--- src/rtl/i2c_pkg.sv ---
`default_nettype none
// +------------------------------------------------------------------+
// | i2c_pkg : shared state and byte-engine op encodings for I2C       |
// | Rev 1.0                                                           |
// +------------------------------------------------------------------+
package i2c_pkg;

  localparam logic [3:0] ST_IDLE  = 4'd0;
  localparam logic [3:0] ST_SNAP  = 4'd1;
  localparam logic [3:0] ST_ADDR  = 4'd2;
  localparam logic [3:0] ST_FETCH = 4'd3;
  localparam logic [3:0] ST_WR    = 4'd4;
  localparam logic [3:0] ST_RD    = 4'd5;
  localparam logic [3:0] ST_STOP  = 4'd6;
  localparam logic [3:0] ST_RETRY = 4'd7;
  localparam logic [3:0] ST_DRAIN = 4'd8;
  localparam logic [3:0] ST_FIN   = 4'd9;

  localparam logic [1:0] OP_START = 2'd0;
  localparam logic [1:0] OP_WRITE = 2'd1;
  localparam logic [1:0] OP_READ  = 2'd2;
  localparam logic [1:0] OP_STOP  = 2'd3;

  function automatic logic [7:0] addr_byte(input logic [6:0] addr, input logic rw);
    return {addr, rw};
  endfunction

endpackage
`default_nettype wire

--- src/rtl/i2c_xfer_seq.sv ---
`default_nettype none
// +------------------------------------------------------------------+
// | i2c_xfer_seq : command sequencer between TX/RX FIFOs and the I2C  |
// | byte engine, with snapshot/rollback retry.  Rev 1.0               |
// +------------------------------------------------------------------+
module i2c_xfer_seq
  import i2c_pkg::*;
#(
  parameter int MAX_RETRY = 3,
  parameter int LEN_W     = 8
) (
  input  logic             clk,
  input  logic             rstn,
  input  logic             cmd_valid,
  output logic             cmd_ready,
  input  logic             cmd_rw,
  input  logic [6:0]       cmd_addr,
  input  logic [LEN_W-1:0] cmd_len,
  output logic             tx_rd_en,
  input  logic [7:0]       tx_rd_data,
  input  logic             tx_empty,
  output logic             tx_snapshot,
  output logic             tx_rollback,
  output logic             rx_wr_en,
  output logic [7:0]       rx_wr_data,
  input  logic             rx_full,
  output logic             rx_snapshot,
  output logic             rx_rollback,
  output logic             eng_req,
  output logic [1:0]       eng_op,
  output logic [7:0]       eng_wdata,
  output logic             eng_nack_last,
  input  logic             eng_done,
  input  logic             eng_ack,
  input  logic             eng_arb_lost,
  input  logic [7:0]       eng_rdata,
  output logic             busy,
  output logic             done,
  output logic             err,
  output logic [1:0]       retry_cnt
);

  localparam logic [1:0] c_max_retry = 2'(MAX_RETRY);

  logic [3:0]       r_state;
  logic [1:0]       r_ph;      // sub-phase: issue / wait (WR adds a fetch-latency phase)
  logic             r_rw;
  logic [6:0]       r_addr;
  logic [LEN_W-1:0] r_len;
  logic [LEN_W-1:0] r_rem;
  logic             r_failed;

  logic w_accept;
  logic w_last;

  assign w_accept = (r_state == ST_IDLE) && cmd_ready && cmd_valid;
  assign w_last   = (r_rem == LEN_W'(1));
  assign busy     = (r_state != ST_IDLE);

  always_ff @(posedge clk or negedge rstn) begin
    if (!rstn) begin
      r_state       <= ST_IDLE;
      r_ph          <= 2'd0;
      r_rw          <= 1'b0;
      r_addr        <= 7'd0;
      r_len         <= '0;
      r_rem         <= '0;
      r_failed      <= 1'b0;
      cmd_ready     <= 1'b0;
      tx_rd_en      <= 1'b0;
      tx_snapshot   <= 1'b0;
      tx_rollback   <= 1'b0;
      rx_wr_en      <= 1'b0;
      rx_wr_data    <= 8'd0;
      rx_snapshot   <= 1'b0;
      rx_rollback   <= 1'b0;
      eng_req       <= 1'b0;
      eng_op        <= 2'd0;
      eng_wdata     <= 8'd0;
      eng_nack_last <= 1'b0;
      done          <= 1'b0;
      err           <= 1'b0;
      retry_cnt     <= 2'd0;
    end else begin
      tx_rd_en    <= 1'b0;
      tx_snapshot <= 1'b0;
      tx_rollback <= 1'b0;
      rx_wr_en    <= 1'b0;
      rx_snapshot <= 1'b0;
      rx_rollback <= 1'b0;
      eng_req     <= 1'b0;
      done        <= 1'b0;
      err         <= 1'b0;

      case (r_state)
        ST_IDLE: begin
          cmd_ready <= !w_accept;
          if (w_accept) begin
            r_rw      <= cmd_rw;
            r_addr    <= cmd_addr;
            r_len     <= cmd_len;
            retry_cnt <= 2'd0;
            r_state   <= ST_SNAP;
          end
        end
        ST_SNAP: begin
          tx_snapshot <= 1'b1;
          rx_snapshot <= 1'b1;
          r_rem       <= r_len;
          r_failed    <= 1'b0;
          r_ph        <= 2'd0;
          r_state     <= ST_ADDR;
        end
        ST_ADDR: begin
          if (r_ph == 2'd0) begin
            eng_req       <= 1'b1;
            eng_op        <= OP_START;
            eng_wdata     <= addr_byte(r_addr, r_rw);
            eng_nack_last <= 1'b0;
            r_ph          <= 2'd1;
          end else if (eng_done) begin
            r_ph <= 2'd0;
            // Arbitration loss wins over ACK and leaves the bus to the winner: no STOP.
            if (eng_arb_lost) begin
              r_failed <= 1'b1;
              r_state  <= ST_RETRY;
            end else if (!eng_ack) begin
              r_failed <= 1'b1;
              r_state  <= ST_STOP;
            end else if (r_len == '0) begin
              r_state <= ST_STOP;
            end else begin
              r_state <= r_rw ? ST_RD : ST_FETCH;
            end
          end
        end
        ST_FETCH: begin
          if (!tx_empty) begin
            tx_rd_en <= 1'b1;
            r_ph     <= 2'd0;
            r_state  <= ST_WR;
          end
        end
        ST_WR: begin
          case (r_ph)
            2'd0: r_ph <= 2'd1;
            2'd1: begin
              eng_req       <= 1'b1;
              eng_op        <= OP_WRITE;
              eng_wdata     <= tx_rd_data;
              eng_nack_last <= 1'b0;
              r_ph          <= 2'd2;
            end
            default: begin
              if (eng_done) begin
                r_ph <= 2'd0;
                if (eng_arb_lost) begin
                  r_failed <= 1'b1;
                  r_state  <= ST_RETRY;
                end else if (eng_ack || w_last) begin
                  r_rem   <= r_rem - LEN_W'(1);
                  r_state <= w_last ? ST_STOP : ST_FETCH;
                end else begin
                  r_failed <= 1'b1;
                  r_state  <= ST_STOP;
                end
              end
            end
          endcase
        end
        ST_RD: begin
          if (r_ph == 2'd0) begin
            if (!rx_full) begin
              eng_req       <= 1'b1;
              eng_op        <= OP_READ;
              eng_nack_last <= w_last;
              r_ph          <= 2'd1;
            end
          end else if (eng_done) begin
            r_ph <= 2'd0;
            if (eng_arb_lost) begin
              r_failed <= 1'b1;
              r_state  <= ST_RETRY;
            end else begin
              rx_wr_en   <= 1'b1;
              rx_wr_data <= eng_rdata;
              r_rem      <= r_rem - LEN_W'(1);
              if (w_last) r_state <= ST_STOP;
            end
          end
        end
        ST_STOP: begin
          if (r_ph == 2'd0) begin
            eng_req       <= 1'b1;
            eng_op        <= OP_STOP;
            eng_nack_last <= 1'b0;
            r_ph          <= 2'd1;
          end else if (eng_done) begin
            r_ph    <= 2'd0;
            r_state <= r_failed ? ST_RETRY : ST_FIN;
          end
        end
        ST_RETRY: begin
          tx_rollback <= 1'b1;
          rx_rollback <= 1'b1;
          r_ph        <= 2'd0;
          if (retry_cnt == c_max_retry) begin
            r_rem   <= r_rw ? '0 : r_len;
            r_state <= ST_DRAIN;
          end else begin
            retry_cnt <= retry_cnt + 2'd1;
            r_state   <= ST_SNAP;
          end
        end
        ST_DRAIN: begin
          // Idle one cycle after each pop so tx_empty reflects it before the next.
          if (r_ph != 2'd0) begin
            r_ph <= 2'd0;
          end else if (r_rem == '0) begin
            r_state <= ST_FIN;
          end else if (!tx_empty) begin
            tx_rd_en <= 1'b1;
            r_rem    <= r_rem - LEN_W'(1);
            r_ph     <= 2'd1;
          end
        end
        ST_FIN: begin
          done      <= !r_failed;
          err       <= r_failed;
          cmd_ready <= 1'b1;
          r_state   <= ST_IDLE;
        end
        default: r_state <= ST_IDLE;
      endcase
    end
  end

endmodule
`default_nettype wire

--- config.mk ---
export PLATFORM = sky130hd
export DESIGN_NAME = i2c_xfer_seq
export DESIGN_NICKNAME = d
export VERILOG_FILES = /design/src/rtl/i2c_pkg.sv /design/src/rtl/i2c_xfer_seq.sv
export SDC_FILE = /design/constraint.sdc
export NUM_CORES = 1
export LEC_CHECK = 0
export BUFFER_PORTS_ARGS = -buffer_cell sky130_fd_sc_hd__buf_2
export CORE_UTILIZATION = 30
export DETAILED_ROUTE_END_ITERATION = 8
export PLACE_DENSITY_LB_ADDON = 0.3
export SLEW_MARGIN = 20
export SYNTH_ARGS = -nofsm -noshare
export SYNTH_HDL_FRONTEND = slang
export SYNTH_SLANG_ARGS = --single-unit
--- constraint.sdc ---
create_clock -name clk -period 2.5 [get_ports clk]
set_input_delay 0.5 -clock clk [delete_from_list [all_inputs] [get_ports clk]]
set_output_delay 0.5 -clock clk [all_outputs]
set_load 0.05 [all_outputs]
==> metrics, run 1 <==
outcome complete, no violations; CP Class reg2reg; DRC 0; Yosys cell types between 60 and 70; peak supply drop about 0.7 mV; Routed WL 8430 um; Lkg Pwr 1.86 nW; Root Driver clkbuf_8; DR vias 2867; Pwr Density 1440 nW/um2; top cell type's share of synthesized area 0.448; crit path DAT 2.61 ns; die footprint 11600 um2; CTS tree built; Clk Latency, worst-skew pair 0.34 ns; Area Overhead vs Synth 21.0%; Synth async-reset ratio 1.00; fin crit period approximately 2.3 ns; Fin. Hold Viols 0; Final ANT Viol Nets 0; Placeable Area 10900 um2; Port Buffer Count 71; YS warnings 0; Synth area leader dfrtp_1; Place WS slightly below 0.2 ns; Primary FF master, synth dfrtp_1; grt total ovfl 0; drt pass-1 iters 5; Die Wd 108 um; Worst Setup SP r_state[3]$_DFFE_PN0P_; reg2reg start r_state[3]$_DFFE_PN0P_; FF-to-FF setup slack 0.15 ns; HP Class in2async; largest net degree at the start of global routing 38; most instantiated library cell after synthesis dfrtp_1; Syn Inst Count around 330; Post-Syn Area 3350 um2; fin crit share 0.938; clk_skew between 0.006 and 0.007 ns; DR WL/cell 15.5 um; Worst-path clk slew 0.07 ns; Global Route Usage Sum 0.156; post-synthesis sequential area ratio 0.448; CTS buffer count 9; Nets about 440; vias in the first global route between 2000 and 3000; first-pass GRT wire length 14100 um; Via density 5.27; Seq cells post-synth 60; startpoint types register; Comb pwr share 0.545; RSZ-0062 raised after global routing no; max-capacitance violation count 0; H-tree levels 3; antenna violations before repair 0; # Post-CTS Setup Buffers 0; cell internal pwr roughly 3 mW; max frequency between 400 and 500 MHz; final setup fails 0; std cell rows 38; worst rel slew slack 0.391; worst-path maximum fanout 22; synth top area cells dfrtp_1 (45%), mux2_2 (9.4%), mux2i_1 (3.6%), a21oi_1 (3.1%), o21ai_0 (2.7%); Crit. End Element register; GP Congestion approximately 0.85; share of cells above drive strength 1 0.344; slew of the pin with the lowest slew margin roughly 0.91 ns; CTS sink cnt 60; Net Sw Frac 0.485; Util after Layout 0.373; hpwl dp 6270 um; Final Slew Violations 0; sw power 2.83 mW; post-synthesis area per instance 10.1 um2; chip height 108 um; DRT iter0 DRCs 194; n_diodes 0; setup_tns 0 ns; Max clock buf depth 2; EDFF count, synth 0; setup ws final around 0.15 ns; Clock Power Share 0.155; cts hold-fix bufs 0; sequential share of power 0.300; Worst Hold Margin approximately 0.16 ns; syn_nets ~380; Boundary Pins 72; Synth top cells by count dfrtp_1 (60), mux2_2 (28), nor2_1 (24); quantity of gates resized following cts 0; initial core utilization 0.308; worst path required time about 2.8 ns
## layout make-up
class / instances / area, um2
fillers: 1115 / 6830
multi-input cells: 236 / 1690
flip-flops and latches: 60 / 1500
repair buffers: 80 / 448
well taps: 140 / 175
clock buffers: 11 / 141
clock inverters: 5 / 60.1
inverters: 12 / 45.0
## routing by layer
metal	wire, um	vias up	part of all wire	track usage
met5	0	-	0	0
met4	88	0	0.010	0.0479
met1	3920	1375	0.46	0.205
li1	-	1359	-	-
met3	540	7	0.064	0.0400
met2	3880	126	0.46	0.249
## sequential cells by signal, indices dropped and copies added (netlist names)
signal and count:
rx_rollback 1, rx_snapshot 1, eng_wdata 8, rx_wr_en 1
cmd_ready 1, tx_rd_en 1, eng_nack_last 1, r_failed 1
r_ph 2, err 1, r_state 4, r_len 8
rx_wr_data 8, r_addr 7, done 1, eng_op 2
r_rem 8, retry_cnt 2, r_rw 1, eng_req 1
## metrics by stage
step	instances	area [um2]	power (mW)
final	544	4060	5.84
after global routing	544	4060	6.27
after CTS	544	4060	5.87
after detailed placement	528	3860	4.95
after global placement	528	3860	4.92
after floorplan	331	3350	4.21
## path summary, 6_finish.rpt
kind	end	cells past startpoint
min in group clk	r_len[7]$_DFFE_PN0P_	2
setup reg to reg	r_rem[3]$_DFFE_PN0P_	5
setup / recovery	r_rem[3]$_DFFE_PN0P_	5
hold reg to reg	eng_wdata[3]$_DFFE_PN0P_	2
hold / removal	r_len[5]$_DFFE_PN0P_	1
max in group asynchronous	r_failed$_DFFE_PN0P_	2
## cell families after synthesis
kind of cell | count (synthesis) | synth area share
AND/OR/NAND/NOR | 103 | 0.175
AO/OA/AOI/OAI | 85 | 0.168
flip-flops | 60 | 0.448
multiplexers | 42 | 0.137
buffers and inverters | 35 | 0.0526
adder cells (fa/ha/maj) | 4 | 0.0149
XOR/XNOR | 2 | 0.00522
## worst max-delay path, cell delays in order (launching register included)
cell and delay [ns]:
dfrtp_1 0.77, nand2b_2 0.41, a311o_1 0.18, nand4_2 0.27
or3_4 0.46, o22ai_2 0.17
## placed cells by master, fill, tap and decap left out, drive strengths merged, types with 2 or more instances in the layout
cell and instances:
nand2b 5, a21oi 22, a211oi 3, o21ai 24, nand2 20, nor3 12
nor2 26, nor4b 3, o32ai 2, a22o 2, clkinv 3, and2 3
a311oi 2, nand4 2, o22ai 5, clkbuf 11, mux2i 12, a31oi 2
inv 12, buf 80, a22oi 6, nor3b 2, a32oi 2, nor2b 2
nor4 11, mux2 30, o41ai 4, ha 4, nand3 7, dfrtp 60
a21o 2, and3 3, xnor2 2
## power groups by stage
stage          Combinational, mW  Sequential (mW)  Clock [mW]
3_5_place_dp                3.18             1.77           0
2_1_floorplan               2.07             2.13           0
5_1_grt                     3.49             1.82       0.967
3_3_place_gp                3.15             1.76           0
4_1_cts                     3.18             1.75       0.932
6_report                    3.18             1.75       0.903
Note: power is estimated with default switching activity, not from simulation.
==> run 2, diff against run 1 <==
--- a/config.mk
+++ b/config.mk
@@ -6,9 +6,10 @@
 export NUM_CORES = 1
 export LEC_CHECK = 0
 export BUFFER_PORTS_ARGS = -buffer_cell sky130_fd_sc_hd__buf_2
-export CORE_UTILIZATION = 30
+export CORE_UTILIZATION = 55
 export DETAILED_ROUTE_END_ITERATION = 8
 export PLACE_DENSITY_LB_ADDON = 0.3
+export SETUP_SLACK_MARGIN = 0.02
 export SLEW_MARGIN = 20
 export SYNTH_ARGS = -nofsm -noshare
 export SYNTH_HDL_FRONTEND = slang
==> constraint.sdc (replaced) <==
create_clock -name clk -period 2.5 [get_ports clk]
set_input_delay 0.375 -clock clk [delete_from_list [all_inputs] [get_ports clk]]
set_output_delay 0.375 -clock clk [all_outputs]
set_load 0.05 [all_outputs]
==> run 2 against run 1 <==
Critical endpoint is now rx_wr_data[7]$_DFFE_PN0P_. Clock power rose by 6.9%. Hold slack got worse by 0.080 ns. Routed wire length fell by 0.32%. Clock skew rose by 0.0055 ns. First-iteration DRC count rose by 56%. Sequential share of layout area rose by 0.47 points. Via count rose by 4.1%. Power rose by 1.7%. Core utilization rose by 31 points. Register-to-register slack improved by 0.11 ns. Flip-flop and latch count did not move. Maximum frequency rose by 4.9%.
==> metrics, run 2 (synthesized netlist as in run 1, its figures left out) <==
Pwr Density 1480 nW/um2 (was 1440 nW/um2); largest net degree at the start of global routing 33 (was 38); RSZ-0062 raised after global routing no (unchanged); Area Overhead vs Synth 19.5% (was 21.0%); fin crit share 0.895 (was 0.938); slew of the pin with the lowest slew margin 0.706 ns (was 0.907 ns); Lkg Pwr 1.88 nW (was 1.86 nW); hpwl dp 5960 um (was 6270 um); CTS tree built (unchanged); H-tree levels 3 (unchanged); Clk Latency, worst-skew pair 0.35 ns (was 0.34 ns); commonest cells after routing, fill and taps aside buf_2 (71), dfrtp_1 (60), mux2_2 (28) (unchanged); DR WL/cell 17.4 um (was 15.5 um); Reg area 1500 um2 (unchanged); max-capacitance violation count 0 (unchanged); footprint of the multi-input gates 1690 um2 (about the same); grt total ovfl 0 (unchanged); Place WS 0.250 ns (was 0.199 ns); worst-path maximum fanout 18 (was 22); Nets 447 (was 443); # Post-CTS Setup Buffers 0 (unchanged); Crit. End Element register (unchanged); vias in the first global route 2848 (was 2858); std cell rows 28 (was 38); setup_tns 0 ns (unchanged); quantity of gates resized following cts 0 (unchanged); Buf/Inv on CP 1 (was 0); first-pass GRT wire length 13800 um (was 14100 um); worst path required time 2.73 ns (was 2.76 ns); CP Capture Point rx_wr_data[7]$_DFFE_PN0P_ (was r_rem[3]$_DFFE_PN0P_); die footprint 6420 um2 (was 11600 um2); DR vias 2985 (was 2867); reg2reg start r_state[0]$_DFFE_PN0P_ (was r_state[3]$_DFFE_PN0P_); max frequency 447 MHz (was 426 MHz); DRC 0 (unchanged); chip height 80.1 um (was 108 um); critical path depth in cells 5 (unchanged); Max clock buf depth 2 (unchanged); Port Buffer Count 71 (unchanged); area post-placement 3790 um2 (was 3860 um2); Final ANT Viol Nets 0 (unchanged); share of cells above drive strength 1 0.350 (was 0.344); post-route cell area 4010 um2 (was 4060 um2); Root Driver clkbuf_8 (unchanged); slowest stage delay, CP 0.69 ns (was 0.77 ns); drt pass-1 iters 7 (was 5); critical-path cell list nand2b_1, nor2_1, nor4bb_1, buf_4, mux2_2 (was nand2b_2, a311o_1, nand4_2, or3_4, o22ai_2); Placeable Area 5890 um2 (was 10900 um2); FF-to-FF setup slack 0.26 ns (was 0.15 ns); # fillers 455 (was 1115); Via density 6.18 (was 5.27); commonest non-fill, non-tap cell in the layout buf_2 (unchanged); Routed WL 8400 um (was 8430 um); setup ws final 0.263 ns (was 0.154 ns); CP delay by family, top simple AND/OR/NAND/NOR gates (unchanged); CTS sink cnt 60 (unchanged); Boundary Pins 72 (unchanged); n_diodes 0 (unchanged); initial core utilization 0.570 (was 0.308); CP max stage cell dfrtp_1 (unchanged); outcome complete, no violations (unchanged); Final Slew Violations 0 (unchanged); Worst Setup SP r_state[0]$_DFFE_PN0P_ (was r_state[3]$_DFFE_PN0P_); peak supply drop 0.727 mV (was 0.721 mV); startpoint types register (unchanged); DRT iter0 DRCs 303 (was 194); final setup fails 0 (unchanged); R2R cell count 5 (unchanged); GP Congestion 0.939 (was 0.847); Die Wd 80.1 um (was 108 um); Worst-path clk slew 0.07 ns (about the same); Global Route Usage Sum 0.288 (was 0.156); Fin. Hold Viols 0 (unchanged); r2r endpoint rx_wr_data[7]$_DFFE_PN0P_ (was r_rem[3]$_DFFE_PN0P_); cts hold-fix bufs 0 (unchanged); antenna violations before repair 0 (unchanged); clk_skew 0.0120 ns (was 0.00650 ns); fin crit period 2.24 ns (was 2.35 ns); CTS buffer count 9 (unchanged); worst rel slew slack 0.530 (was 0.391); CP Class reg2reg (unchanged); crit path DAT 2.46 ns (was 2.61 ns); HP Class in2async (unchanged)
## run 2: metrics by stage
| stage | hold slack, ns | std cells | power (mW) | utilization |
|---|---|---|---|---|
| global placement | 0.453 | 467 | 4.83 | 0.644 |
| finish | 0.0803 | 483 | 5.94 | 0.681 |
| detailed placement | 0.459 | 467 | 4.93 | 0.644 |
| floorplan | 0.0794 | 331 | 4.21 | - |
| global route | 0.122 | 483 | 6.31 | 0.681 |
| CTS | 0.0967 | 483 | 5.90 | 0.680 |
## run 2: power by group
group	switching, mW	internal, mW
combinational	2.08	1.18
clock	0.404	0.561
sequential	0.370	1.35
## run 2: cell type report
| cell class | instances | area share |
|---|---|---|
| Sequential cell | 60 | 0.375 |
| Timing Repair Buffer | 84 | 0.116 |
| Clock inverter | 6 | 0.0222 |
| Clock buffer | 10 | 0.0318 |
| Inverter | 12 | 0.0112 |
| Multi-Input combinational cell | 236 | 0.421 |
| Tap cell | 75 | 0.0234 |
## run 2: worst min path at each step
| stage | start | endpoint | slack (ns) | cells after the start |
|---|---|---|---|---|
| floorplan | rstn | cmd_ready$_DFFE_PN0P_ | 0.08 | 0 |
| global placement | rstn | rx_rollback$_DFF_PN0_ | 0.45 | 1 |
| detailed placement | rstn | rx_rollback$_DFF_PN0_ | 0.46 | 1 |
| CTS | rstn | r_state[1]$_DFFE_PN0P_ | 0.1 | 1 |
| global route | rstn | r_state[1]$_DFFE_PN0P_ | 0.12 | 1 |
| finish | rstn | tx_rd_en$_DFF_PN0_ | 0.08 | 1 |
## run 2: routing by layer
layer  GRT usage  part of all wire
met1       0.363              0.39
met2       0.467              0.51
met3      0.0682             0.075
met4       0.132             0.025
met5           0                 0
==> run 3, diff against run 2 <==
--- a/config.mk
+++ b/config.mk
@@ -6,6 +6,7 @@
 export NUM_CORES = 1
 export LEC_CHECK = 0
 export BUFFER_PORTS_ARGS = -buffer_cell sky130_fd_sc_hd__buf_2
+export CORE_MARGIN = 4
 export CORE_UTILIZATION = 55
 export DETAILED_ROUTE_END_ITERATION = 8
 export PLACE_DENSITY_LB_ADDON = 0.3
==> run 3 against run 2 <==
Highest routed layer unchanged. Core utilization shrank 0.72 points. Largest cell class unchanged. Critical path depth is 1 higher. Design area fell by 0.47%. Maximum frequency fell by 1.9%.
==> metrics, run 3 (synthesized netlist as in run 1, its figures left out) <==
outcome complete, no violations (unchanged); DR vias 2978 (was 2985); Placeable Area 5920 um2 (was 5890 um2); DRC 0 (unchanged); Reg area 1500 um2 (unchanged); placed insts 467 (unchanged); Port Buffer Count 71 (unchanged); final setup fails 0 (unchanged); Root Driver clkbuf_8 (unchanged); DR WL/cell 17.3 um (was 17.4 um); largest net degree at the start of global routing 31 (was 33); Worst-path clk slew 0.07 ns (about the same); Worst Setup SP r_state[0]$_DFFE_PN0P_ (unchanged); share of cells above drive strength 1 0.351 (was 0.350); max-capacitance violation count 0 (unchanged); slew of the pin with the lowest slew margin 0.645 ns (was 0.706 ns); vias in the first global route 2928 (was 2848); Global Route Usage Sum 0.246 (was 0.288); HP Class in2async (unchanged); Boundary Pins 72 (unchanged); std cell rows 28 (unchanged); Final Slew Violations 0 (unchanged); # fillers 454 (was 455); Lkg Pwr 1.87 nW (was 1.88 nW); Final ANT Viol Nets 0 (unchanged); Nets 447 (unchanged); commonest non-fill, non-tap cell in the layout buf_2 (unchanged); Crit. End Element register (unchanged); first-pass GRT wire length 14200 um (was 13800 um); fin crit share 0.913 (was 0.895); drt pass-1 iters 5 (was 7); startpoint types register (unchanged); Design Power 5.89 mW (was 5.94 mW); CTS tree built (unchanged); CP Class reg2reg (unchanged); worst path required time 2.75 ns (was 2.73 ns); footprint of the multi-input gates 1690 um2 (unchanged); CP max stage cell dfrtp_1 (unchanged); Pwr Density 1480 nW/um2 (about the same); Place WS 0.204 ns (was 0.250 ns); worst-path maximum fanout 14 (was 18); peak supply drop 0.761 mV (was 0.727 mV); DRT iter0 DRCs 222 (was 303); DR WL met2 4160 um (was 4280 um); Max clock buf depth 2 (unchanged); CTS buffer count 9 (unchanged); Fin. Hold Viols 0 (unchanged); H-tree levels 3 (unchanged); Die Wd 86.1 um (was 80.1 um); Finished Layout Cells 482 (was 483); max frequency 438 MHz (was 447 MHz); grt total ovfl 0 (unchanged); n_diodes 0 (unchanged); Routed WL 8360 um (was 8400 um); slowest stage delay, CP 0.55 ns (was 0.69 ns); initial core utilization 0.567 (was 0.570); CTS sink cnt 60 (unchanged); antenna violations before repair 0 (unchanged); chip height 86.1 um (was 80.1 um); Routed met1 length 3380 um (was 3280 um); met3 routed WL 568 um (was 634 um); die footprint 7410 um2 (was 6420 um2); top routing layer in use met4 (unchanged); Area Overhead vs Synth 18.9% (was 19.5%); fin crit period 2.28 ns (was 2.24 ns); Clk Latency, worst-skew pair 0.34 ns (was 0.35 ns); crit path DAT 2.53 ns (was 2.46 ns); critical-path cell list buf_4, nand2b_1, o32ai_1, nand4_2, or3_4, o21ai_1 (was nand2b_1, nor2_1, nor4bb_1, buf_4, mux2_2); setup ws final 0.219 ns (was 0.263 ns); worst rel slew slack 0.570 (was 0.530); clk_skew 0.0140 ns (was 0.0120 ns); GP Congestion 0.897 (was 0.939); hpwl dp 6110 um (was 5960 um); Via density 6.18 (about the same); commonest cells after routing, fill and taps aside buf_2 (71), dfrtp_1 (60), mux2_2 (28) (unchanged); reg2reg start r_state[0]$_DFFE_PN0P_ (unchanged); RSZ-0062 raised after global routing no (unchanged); setup_tns 0 ns (unchanged)
## run 3: layout make-up
| type | count | share of cell area |
|---|---|---|
| clock inverters | 3 | 0.0113 |
| inverters | 12 | 0.0113 |
| well taps | 75 | 0.0235 |
| multi-input cells | 236 | 0.423 |
| repair buffers | 84 | 0.114 |
| clock buffers | 12 | 0.0414 |
| flip-flops and latches | 60 | 0.376 |
## run 3: path summary, 6_finish.rpt
check | end | slack [ns] | cells past startpoint
worst max-delay path | r_rem[4]$_DFFE_PN0P_ | 0.22 | 6
worst min register to register | eng_wdata[6]$_DFFE_PN0P_ | 0.49 | 2
worst min-delay path | eng_wdata[3]$_DFFE_PN0P_ | 0.05 | 1
max in group asynchronous | r_len[0]$_DFFE_PN0P_ | 1.74 | 2
min in group clk | rx_wr_data[3]$_DFFE_PN0P_ | 0.26 | 2
worst max register to register | r_rem[4]$_DFFE_PN0P_ | 0.22 | 6
## run 3: report_power, final
group | internal [mW] | leakage (nW) | total (mW) | switching, mW
Combinational | 1.17 | 0.994 | 3.24 | 2.06
Sequential | 1.34 | 0.776 | 1.74 | 0.392
Clock | 0.536 | 0.101 | 0.916 | 0.380
Total | 3.05 | 1.87 | 5.89 | 2.84
## run 3: repair_timing
| item | CTS | global route |
|---|---|---|
| hold buffers | 0 | 0 |
| setup endpoints to repair | 0 | 6 |
| setup buffers | 0 | 0 |
| gates resized for setup | 0 | 1 |
## run 3: critical path: cells and delay by family (launching register included)
kind | cells | cell delay, ns
simple gates | 3 | 0.92
buf+inv | 1 | 0.25
flops | 1 | 0.55
compound gates | 2 | 0.48
## run 3: per-stage QoR
| stage | instance area (um2) | hold slack, ns | utilization |
|---|---|---|---|
| floorplan | 3350 | 0.0794 | - |
| global placement | 3780 | 0.443 | 0.638 |
| detailed placement | 3780 | 0.446 | 0.638 |
| CTS | 3990 | 0.0745 | 0.673 |
| global route | 3990 | 0.111 | 0.674 |
| finish | 3990 | 0.0548 | 0.674 |
## run 3: metal layers
layer / track usage / vias to the layer above
li1: - / 1368
met1: 0.317 / 1451
met2: 0.391 / 135
met3: 0.0576 / 24
met4: 0.118 / 0
met5: 0 / -
